$ cat src/rtl/vx_mask_serializer_pkg.sv
// vx_mask_serializer_pkg
//   Shared helpers for the mask serializer and its priority encoder.
//   log2up(n) returns the index width for an n-entry vector. It never
//   returns less than 1, so an N==1 mask still gets a 1-bit index port.
package vx_mask_serializer_pkg;

   function automatic int log2up(input int n);
      return (n > 1) ? $clog2(n) : 1;
   endfunction

endpackage

$ cat src/rtl/vx_mask_serializer_prio_enc.sv
// VX_priority_encoder
//   Combinational priority select over data_in.
//   REVERSE=0 picks the lowest set bit; REVERSE=1 picks the highest.
//   MODEL=1 uses the two's-complement lsb trick (x & -x) on a
//   direction-normalised copy. Any other MODEL value uses a linear scan.
//   Ports:
//     data_in    [N-1:0]  candidate bits
//     onehot_out [N-1:0]  selected bit, one-hot (0 when data_in==0)
//     index_out  [LN-1:0] index of selected bit (0 when data_in==0)
//     valid_out           data_in != 0
module VX_priority_encoder
   import vx_mask_serializer_pkg::*;
#(
   parameter int N       = 1,
   parameter int REVERSE = 0,
   parameter int MODEL   = 1
) (
   input  logic [N-1:0]           data_in,
   output logic [N-1:0]           onehot_out,
   output logic [log2up(N)-1:0]   index_out,
   output logic                   valid_out
);
   localparam int LN = log2up(N);

   if (MODEL == 1) begin : g_arith
      logic [N-1:0] src, lsb;
      // Mirror the vector for REVERSE so one "lowest bit" path serves both directions.
      always_comb begin
         src = '0;
         for (int i = 0; i < N; i++)
            src[i] = (REVERSE != 0) ? data_in[N-1-i] : data_in[i];
      end
      assign lsb = src & (~src + N'(1));
      always_comb begin
         onehot_out = '0;
         for (int i = 0; i < N; i++)
            onehot_out[i] = (REVERSE != 0) ? lsb[N-1-i] : lsb[i];
      end
   end else begin : g_scan
      // Last write wins: scan toward the preferred end.
      always_comb begin
         onehot_out = '0;
         for (int i = 0; i < N; i++) begin
            if (REVERSE != 0) begin
               if (data_in[i]) begin
                  onehot_out    = '0;
                  onehot_out[i] = 1'b1;
               end
            end else if (data_in[N-1-i]) begin
               onehot_out        = '0;
               onehot_out[N-1-i] = 1'b1;
            end
         end
      end
   end

   always_comb begin
      index_out = '0;
      for (int i = 0; i < N; i++)
         if (onehot_out[i]) index_out = LN'(i);
   end

   assign valid_out = |data_in;

endmodule

$ cat src/rtl/vx_mask_serializer.sv
// vx_mask_serializer
//   Takes an N-bit mask plus tag over valid/ready. Emits one beat per set
//   bit, lowest index first, or highest first when REVERSE=1. The last beat
//   of a mask can overlap the acceptance of the next mask, so there is no
//   bubble between masks. A zero mask is accepted and dropped.
//   Ports:
//     clk, reset_n           clock, synchronous active-low reset
//     valid_in / ready_in    mask handshake (ready_in is comb on ready_out)
//     mask_in, tag_in        request mask and its tag
//     valid_out / ready_out  beat handshake
//     index_out, onehot_out  selected bit of the pending mask
//     tag_out                tag of the mask being serialized
//     last_out               beat carries the final set bit of its mask
module vx_mask_serializer
   import vx_mask_serializer_pkg::*;
#(
   parameter int N       = 4,
   parameter int REVERSE = 0,
   parameter int DATAW   = 1
) (
   input  logic                 clk,
   input  logic                 reset_n,
   input  logic                 valid_in,
   output logic                 ready_in,
   input  logic [N-1:0]         mask_in,
   input  logic [DATAW-1:0]     tag_in,
   output logic                 valid_out,
   input  logic                 ready_out,
   output logic [log2up(N)-1:0] index_out,
   output logic [N-1:0]         onehot_out,
   output logic [DATAW-1:0]     tag_out,
   output logic                 last_out
);
   typedef enum logic {IDLE, BUSY} state_e;

   state_e           state_q, state_d;
   logic [N-1:0]     pending_q, pending_d;
   logic [DATAW-1:0] tag_q, tag_d;
   logic             enc_valid;
   logic             busy, fire_in, fire_out;

   VX_priority_encoder #(
      .N       (N),
      .REVERSE (REVERSE),
      .MODEL   (1)
   ) u_enc (
      .data_in    (pending_q),
      .onehot_out (onehot_out),
      .index_out  (index_out),
      .valid_out  (enc_valid)
   );

   assign busy      = (state_q == BUSY);
   assign valid_out = busy;
   assign tag_out   = tag_q;
   assign last_out  = busy && ((pending_q & ~onehot_out) == '0);
   // Held low during reset so nothing is accepted while the block clears.
   assign ready_in  = reset_n && (!busy || (ready_out && last_out));
   assign fire_in   = valid_in && ready_in;
   assign fire_out  = valid_out && ready_out;

   always_comb begin
      state_d   = state_q;
      pending_d = pending_q;
      tag_d     = tag_q;
      if (fire_out) begin
         pending_d = pending_q & ~onehot_out;
         if (last_out) state_d = IDLE;
      end
      // A new mask overrides the retire above. A zero mask falls through
      // and leaves (or returns) the block in IDLE.
      if (fire_in && (mask_in != '0)) begin
         pending_d = mask_in;
         tag_d     = tag_in;
         state_d   = BUSY;
      end
   end

   always_ff @(posedge clk) begin
      if (!reset_n) begin
         state_q   <= IDLE;
         pending_q <= '0;
         tag_q     <= '0;
      end else begin
         state_q   <= state_d;
         pending_q <= pending_d;
         tag_q     <= tag_d;
      end
   end

   a_busy_nonzero: assert property (@(posedge clk) disable iff (!reset_n)
      busy |-> (pending_q != '0) && enc_valid);

   a_stall_stable: assert property (@(posedge clk) disable iff (!reset_n)
      (valid_out && !ready_out) |=> valid_out && $stable(index_out) &&
      $stable(onehot_out) && $stable(tag_out) && $stable(last_out));

   a_onehot: assert property (@(posedge clk) disable iff (!reset_n)
      valid_out |-> $onehot(onehot_out));

endmodule
$ cat config.mk
export PLATFORM = sky130hd
export DESIGN_NAME = vx_mask_serializer
export DESIGN_NICKNAME = d
export VERILOG_FILES = /design/src/rtl/vx_mask_serializer_pkg.sv /design/src/rtl/vx_mask_serializer_prio_enc.sv /design/src/rtl/vx_mask_serializer.sv
export SDC_FILE = /design/constraint.sdc
export NUM_CORES = 1
export LEC_CHECK = 0
export BUFFER_PORTS_ARGS = -buffer_cell sky130_fd_sc_hd__buf_4
export CORE_AREA = 2 2 39 41
export CTS_BUF_LIST = sky130_fd_sc_hd__clkbuf_16
export DETAILED_ROUTE_END_ITERATION = 6
export DIE_AREA = 0 0 41 43
export PLACE_DENSITY = 0.59
export REMOVE_ABC_BUFFERS = 1
export SKIP_CTS_REPAIR_TIMING = 1
export SLEW_MARGIN = 5
export SYNTH_ARGS = -nofsm -noshare
export SYNTH_HDL_FRONTEND = slang
export SYNTH_HIERARCHICAL = 1
export SYNTH_SLANG_ARGS = --single-unit
$ cat constraint.sdc
create_clock -name clk -period 3.35 [get_ports clk]
set_input_delay 0.335 -clock clk [delete_from_list [all_inputs] [get_ports clk]]
set_output_delay 0.335 -clock clk [all_outputs]
set_load 0.02 [all_outputs]
## After elaboration in Yosys (flattened, before gate mapping)

Cells that the tools add are included.
W data, S select, Z words.

| operators by class | value |
|---|---|
| $add $sub $neg | 1 |
| muxes and demuxes | 8 |
| bitwise logic cells | 4 |
| reductions and logical operators | 13 |

Operators by type and width:

| kind | number |
|---|---|
| $and A4 B4 Y4 | 2 |
| $mux W4 | 2 |
| $not A4 Y4 | 2 |
| $logic_and A1 B1 Y1 | 6 |
| $add A4 B1 Y4 const B | 1 |
| $logic_not A4 Y1 | 1 |
| $mux W1 | 4 |
| $mux W2 | 2 |
| $reduce_bool A2 Y1 | 2 |
| $reduce_bool A4 Y1 | 1 |
| $reduce_and A2 Y1 | 1 |
| $logic_not A1 Y1 | 1 |
| $logic_or A1 B1 Y1 | 1 |

| word-level totals | value |
|---|---|
| flip-flop bits (word level) | 6 |
| input bits | 9 |
| output and inout bits | 10 |
| word-level logic and storage cells | 29 |

## Depth between registers and ports, before layout

Gate-level depths: netlist of run 1.

| logic depth | value |
|---|---|
| depth after elaboration | 14 |
| depth in mapped cells | 6 |
| depth with buffers taken out | 6 |

## Modules after synthesis

Netlist of run 1, hierarchy kept.

By module, submodules not included:

| module | instances | cells an instance | area an instance (µm²) | sequential area each (µm²) |
|---|---|---|---|---|
| vx_mask_serializer | 1 | 42 | 351.6 | 120.1 |
| VX_priority_encoder | 1 | 11 | 61.3 | 0.0 |

## Worst setup path before layout of run 1

OpenSTA, ideal clock, no wires.

| path | value |
|---|---|
| path type | flip-flop to output port |
| from | register pending_q[3] |
| to | output port ready_in |
| arrival | 2.098 ns |
| data required time | 3.015 ns |
| path slack | 0.917 ns |
| cell stages (with the launch flop) | 7 |
| buffers on the path | 0 |
| cell sequence | dfxtp_1 > nand2b_4 > nor3_1 > inv_1 > a2111oi_4 > a21oi_2 > nor2b_1 |

| between the ends | value |
|---|---|
| longest elaborated chain between the ends | 10 |

Ends and longest elaborated chain:

| item | RTL line | text |
|---|---|---|
| from (decl) | vx_mask_serializer.sv:37 | `logic [N-1:0] pending_q, pending_d;` |
| from (signal assigned) | vx_mask_serializer.sv:86 | `pending_q <= pending_d;` |
| $not A4 Y4 | vx_mask_serializer_prio_enc.sv:33 | `assign lsb = src & (~src + N'(1));` |
| $add A4 B1 Y4 | vx_mask_serializer_prio_enc.sv:33 |  |
| $and A4 B4 Y4 (*) | vx_mask_serializer_prio_enc.sv:33 |  |
| named net onehot_out[3] | vx_mask_serializer.sv:30 | `output logic [N-1:0] onehot_out,` |
| $not A4 Y4 (*) | vx_mask_serializer.sv:56 | `assign last_out = busy && ((pending_q & ~onehot_out) == '0);` |
| $and A4 B4 Y4 (*) | vx_mask_serializer.sv:56 |  |
| $logic_not A4 Y1 (*) | vx_mask_serializer.sv:56 |  |
| $logic_and A1 B1 Y1 (*) | vx_mask_serializer.sv:56 |  |
| $logic_and A1 B1 Y1 (*) | vx_mask_serializer.sv:58 | `assign ready_in = reset_n && (!busy \|\| (ready_out && last_out));` |
| $logic_or A1 B1 Y1 (*) | vx_mask_serializer.sv:58 |  |
| $logic_and A1 B1 Y1 (*) | vx_mask_serializer.sv:58 |  |
| to (decl) | vx_mask_serializer.sv:24 | `output logic ready_in,` |

Mark *: on every way through the listed nets, which the timed path passes. The rest lies on a longest branch.

## Final worst setup path of run 1

| path | value |
|---|---|
| from | register pending_q[3] |
| to | output port ready_in |

| between the ends | value |
|---|---|
| longest elaborated chain between the ends | 10 |

Ends and longest elaborated chain:

| item | RTL line |
|---|---|
| $not A4 Y4 | vx_mask_serializer_prio_enc.sv:33 |
| $add A4 B1 Y4 | vx_mask_serializer_prio_enc.sv:33 |
| $and A4 B4 Y4 | vx_mask_serializer_prio_enc.sv:33 |
| $not A4 Y4 | vx_mask_serializer.sv:56 |
| $and A4 B4 Y4 (*) | vx_mask_serializer.sv:56 |
| $logic_not A4 Y1 (*) | vx_mask_serializer.sv:56 |
| $logic_and A1 B1 Y1 (*) | vx_mask_serializer.sv:56 |
| $logic_and A1 B1 Y1 (*) | vx_mask_serializer.sv:58 |
| $logic_or A1 B1 Y1 (*) | vx_mask_serializer.sv:58 |
| $logic_and A1 B1 Y1 (*) | vx_mask_serializer.sv:58 |

Every way passes the cells marked *; elsewhere a longest branch is shown, timed or not.

==> results of run 1 <==
## per-layer routing
layer | routed length [um] | GRT usage [%] | share of wire (%)
met4 | 10 | 8.00 | 1.1
met1 | 447 | 16.5 | 47
met3 | 67 | 3.14 | 7.1
met5 | 0 | 0 | 0
met2 | 417 | 17.5 | 44
## worst max-delay path: stages (launching register included)
cell and delay [ps]:
dfxtp_1 440, nand2b_4 70, nor3_1 270, inv_1 120, a2111oi_4 420, a21oi_2 160
nor2b_1 130, buf_4 140
## stage by stage
step	power (uW)	worst slack (ps)	hold WS, ps	util (%)	instance area (sq um)
3_5_place_dp	164	1260	458	40.0	553
6_report	354	1020	364	45.4	628
5_1_grt	369	875	366	45.4	628
2_1_floorplan	131	903	452	-	398
3_3_place_gp	164	1320	455	40.0	553
4_1_cts	357	1020	365	45.4	628
## final cells by class
| cell class | instances | share of cell area (%) |
|---|---|---|
| Clock buffer | 3 | 12.0 |
| Tap cell | 16 | 3.19 |
| Multi-Input combinational cell | 39 | 41.2 |
| Timing Repair Buffer | 18 | 21.5 |
| Inverter | 5 | 2.99 |
| Sequential cell | 6 | 19.1 |
## sequential cells by signal, summed over array words and instances, names as in the netlist
signal	cells
pending_q	4
tag_out	1
valid_out	1
## worst max-delay path by stage
stage	end	start	slack [ps]	cells past startpoint
detailed placement	ready_in	pending_q[3]	1260	7
CTS	ready_in	pending_q[3]	1020	7
global placement	ready_in	pending_q[3]	1320	7
floorplan	ready_in	pending_q[0]	900	5
finish	ready_in	pending_q[3]	1020	7
global route	ready_in	pending_q[3]	870	7
## power breakdown
group / switching [uW] / internal, uW
clock network: 38.4 / 153
logic: 40.1 / 36.7
registers: 8.74 / 77.4
total: 87.3 / 267
==> run metrics, run 1 <==
Worst EP arrival approximately 2000 ps; Least-Margin Pin Slew ~420 ps; path depth of the worst reg2reg path 6; unrepaired setup endpoints after global routing no; gr usage total approximately an eighth; CTS tree built; commonest non-fill, non-tap cell in the layout buf_4; Max Slew Vio Count 0; dpl hpwl between 700 and 800 um; vias in the first global route about 370; hold path start tag_in; FP Rows 14; Sequential Area about 120 sq um; multi-input logic area approximately 260 sq um; final number of hold-violating endpoints 0; routed len/inst approximately 11 um; die area roughly 0.0018 sq mm; crit path time final about 2300 ps; DRT Pass-1 Iters 4; status complete, no violations; GRT overflow 0; clock sink count 6; Detail Route Antenna Nets 0; Worst Path Max Fanout 6; # fillers about 130; Hold Crit Endpoint tag_out; peak supply drop 0.305 mV; CTS Buf Count 3; Remaining DRCs 0; non-filler cells, final 87; Hold Crit Depth 3; Die Wd between 40 and 50 um; GP Congestion about 0.7; core area 0.00138 sq mm; critical path endpoint category output port; clk slew on worst S/H paths roughly 30 ps; via count 428; DP Cell Count 84; Max Clk Rate 429 MHz; R2R Setup Slk 1550 ps; Tcrit/Tclk final between 60% and 70%; CTS Buffer Depth 2; # nets final 82; relative slew slack a little under three quarters; Initial Utilization approximately 30%; FF-to-FF Start pending_q[3]; first-pass GRT wire length between 1000 and 1500 um; max cap viols 0; initial antenna violation count 0; synthesis-to-layout area growth 53.5%; Lkg Pwr ~0.00027 uW; WL final between 900 and 1000 um; endpoints failing setup 0; Worst Hold Class primary input to register; count of input and output buffers 18; Fin Setup TNS 0 ps; Pwr Density ~560 mW/mm^2; synthesized cell area 409 sq um; Top Ports 19; most frequent cells in the layout buf_4 (18), nand3_1 (8), nand2_1 (6), dfxtp_1 (6), inv_1 (5); Critical Path RT around 3000 ps; CTS H-tree depth 1; drt initial violations 4; Synth warnings 6; CTS Root Buffer Type clkbuf_16; RR Endpoint valid_out; largest net degree at the start of global routing 11; number of diodes 0; via/cell ratio just under 5; Clock Skew 2.58 ps; post-synthesis cell count 52; startpoint types register; CP Class register to output port; fraction of layout cells with a size suffix above 1 about two fifths; Die H approximately 43 um; syn_area_per_cell 7.87 sq um; latest clock arrival within the worst-skew pair between 200 and 250 ps
(Power assumes the default switching activity.)
==> run 2, diff against run 1 <==
--- a/config.mk
+++ b/config.mk
@@ -5,12 +5,13 @@
 export SDC_FILE = /design/constraint.sdc
 export NUM_CORES = 1
 export LEC_CHECK = 0
+export ABC_AREA = 1
 export BUFFER_PORTS_ARGS = -buffer_cell sky130_fd_sc_hd__buf_4
 export CORE_AREA = 2 2 39 41
 export CTS_BUF_LIST = sky130_fd_sc_hd__clkbuf_16
 export DETAILED_ROUTE_END_ITERATION = 6
 export DIE_AREA = 0 0 41 43
-export PLACE_DENSITY = 0.59
+export PLACE_DENSITY = 0.64
 export REMOVE_ABC_BUFFERS = 1
 export SKIP_CTS_REPAIR_TIMING = 1
 export SLEW_MARGIN = 5
==> constraint.sdc (replaced) <==
create_clock -name clk -period 2.4 [get_ports clk]
set_input_delay 0.24 -clock clk [delete_from_list [all_inputs] [get_ports clk]]
set_output_delay 0.24 -clock clk [all_outputs]
set_load 0.02 [all_outputs]
==> run metrics, run 2 <==
status complete, no violations (unchanged); Most Frequent Cell on Critical Path nand2_1; fraction of layout cells with a size suffix above 1 35.5% (was 38.0%); Max Slew Vio Count 0 (unchanged); Sequential Area 120 sq um (unchanged); GRT overflow 0 (unchanged); WP buf/inv 2 (unchanged); max cap viols 0 (unchanged); Largest register FFs 4 (unchanged); critical path endpoint category output port (unchanged); peak supply drop 0.475 mV (was 0.305 mV); Remaining DRCs 0 (unchanged); final instance area 687 sq um (was 628 sq um); first-pass GRT wire length 1670 um (was 1480 um); CP top delay family simple AND/OR/NAND/NOR gates (was compound AO/OA/AOI/OAI gates); Fin Setup TNS 0 ps (unchanged); Pwr Density 697 mW/mm^2 (was 564 mW/mm^2); synthesis-to-layout area growth 48.0% (was 53.5%); Sw Pwr 116 uW (was 87.3 uW); # nets final 104 (was 82); Crit-path slowest cell dfxtp_1 (unchanged); Top Ports 19 (unchanged); post-synthesis cell count 73 (was 52); # fillers 140 (was 132); multi-input logic area 280 sq um (was 259 sq um); Detail Route Antenna Nets 0 (unchanged); Die H 43 um (unchanged); die area 0.00176 sq mm (unchanged); CTS H-tree depth 1 (unchanged); count of input and output buffers 18 (unchanged); endpoints failing setup 0 (unchanged); FP Rows 14 (unchanged); routed len/inst 9.43 um (was 10.8 um); core area 0.00138 sq mm (unchanged); slowest stage delay, CP 390 ps (was 440 ps); WL final 1030 um (was 942 um); CTS Buf Count 3 (unchanged); Least-Margin Pin Slew 340 ps (was 420 ps); clk slew on worst S/H paths 30 ps (about the same); CTS Root Buffer Type clkbuf_16 (unchanged); synthesized cell area 464 sq um (was 409 sq um); GP Congestion 0.732 (was 0.710); startpoint types register (unchanged); final number of hold-violating endpoints 0 (unchanged); Max Clk Rate ~520 MHz; Initial Utilization 33.5% (was 29.6%); Most flops, register pending_q (unchanged); placed instance area 612 sq um (was 553 sq um); Internal Power 363 uW (was 267 uW); commonest non-fill, non-tap cell in the layout buf_4 (unchanged); Clock Skew 0.266 ps (was 2.58 ps); gr usage total 13.9% (was 12.6%); Net Sw Frac 24.2% (was 24.6%); CTS Buffer Depth 2 (unchanged); Worst EP arrival 1680 ps (was 2000 ps); Comb power frac 20.7% (was 21.7%); dpl hpwl 851 um (was 723 um); Die Wd 41 um (unchanged); unrepaired setup endpoints after global routing no (unchanged); Clock power frac 55.1% (was 54.0%); Critical Path RT 2160 ps (was 3010 ps); crit path time final between 1500 and 2000 ps; relative slew slack 77.3% (was 71.7%); number of diodes 0 (unchanged); sequential power share 24.2% (was 24.3%); most frequent cells in the layout buf_4 (18), inv_1 (14), nor2_1 (14) (was buf_4 (18), nand3_1 (8), nand2_1 (6), dfxtp_1 (6), inv_1 (5)); syn_area_per_cell 6.36 sq um (was 7.87 sq um); largest net degree at the start of global routing 9 (was 11); Worst Hold Class primary input to register (unchanged); Worst Path Max Fanout 8 (was 6); latest clock arrival within the worst-skew pair 220 ps (was 230 ps); Tcrit/Tclk final between 70% and 80%; via count 489 (was 428); via/cell ratio 4.49 (was 4.92); CP Class register to output port (unchanged); drt initial violations 6 (was 4); clock sink count 6 (unchanged); Lkg Pwr 0.000353 uW (was 0.000274 uW); initial antenna violation count 0 (unchanged); CP cell instances nor3_1, inv_1, nand2_1, nand2_1, nor2_2, nand2_2, a21oi_1, buf_4 (was nand2b_4, nor3_1, inv_1, a2111oi_4, a21oi_2, nor2b_1, buf_4); Synth warnings 6 (unchanged); CTS tree built (unchanged); vias in the first global route 403 (was 367); DRT Pass-1 Iters 4 (unchanged)
-- run 2: final cells by class --
class | count | area share (%)
Clock buffer | 3 | 10.9
Inverter | 15 | 8.20
Multi-Input combinational cell | 51 | 40.8
Sequential cell | 6 | 17.5
Tap cell | 16 | 2.91
Timing Repair Buffer | 18 | 19.7
-- run 2: worst paths after layout --
check	from	endpoint	slack [ps]	cells past startpoint
worst max-delay path	pending_q[0]	ready_in	480	8
worst min-delay path	tag_in	tag_out	250	3
worst max register to register	pending_q[0]	pending_q[3]	720	12
worst min register to register	tag_out	tag_out	460	2
-- run 2: tightest hold or removal path, delay by kind of cell --
kind                   cells  cell delay, ps
and+or+nand+nor            2             120
buffers and inverters      1              80
-- run 2: power by group through the flow --
stage                     Combinational [uW]  Sequential, uW  Clock, uW
after global routing                     109             117        278
after CTS                               99.8             116        269
after floorplan                         57.3             120          0
final                                   98.9             116        264
after global placement                  98.7             117          0
after detailed placement                99.4             117          0
-- run 2: stage by stage --
step                setup slack (ps)  std cells  power [uW]  utilization [%]  hold slack (ps)
floorplan                        300         72         177                -              374
global placement                 770        106         216             44.2              460
detailed placement               766        106         217             44.2              465
CTS                              512        109         484             49.6              250
global route                     380        109         504             49.6              294
finish                           482        109         478             49.6              254
-- run 2: routing by layer --
layer / up-vias / share of wire, % / global-route usage, % / wire length, um
met2: 12 / 48 / 20.3 / 495
met4: 0 / 0.78 / 6.00 / 8
li1: 268 / - / - / -
met5: - / 0 / 0 / 0
met3: 2 / 4.9 / 4.71 / 50
met1: 207 / 46 / 17.7 / 473
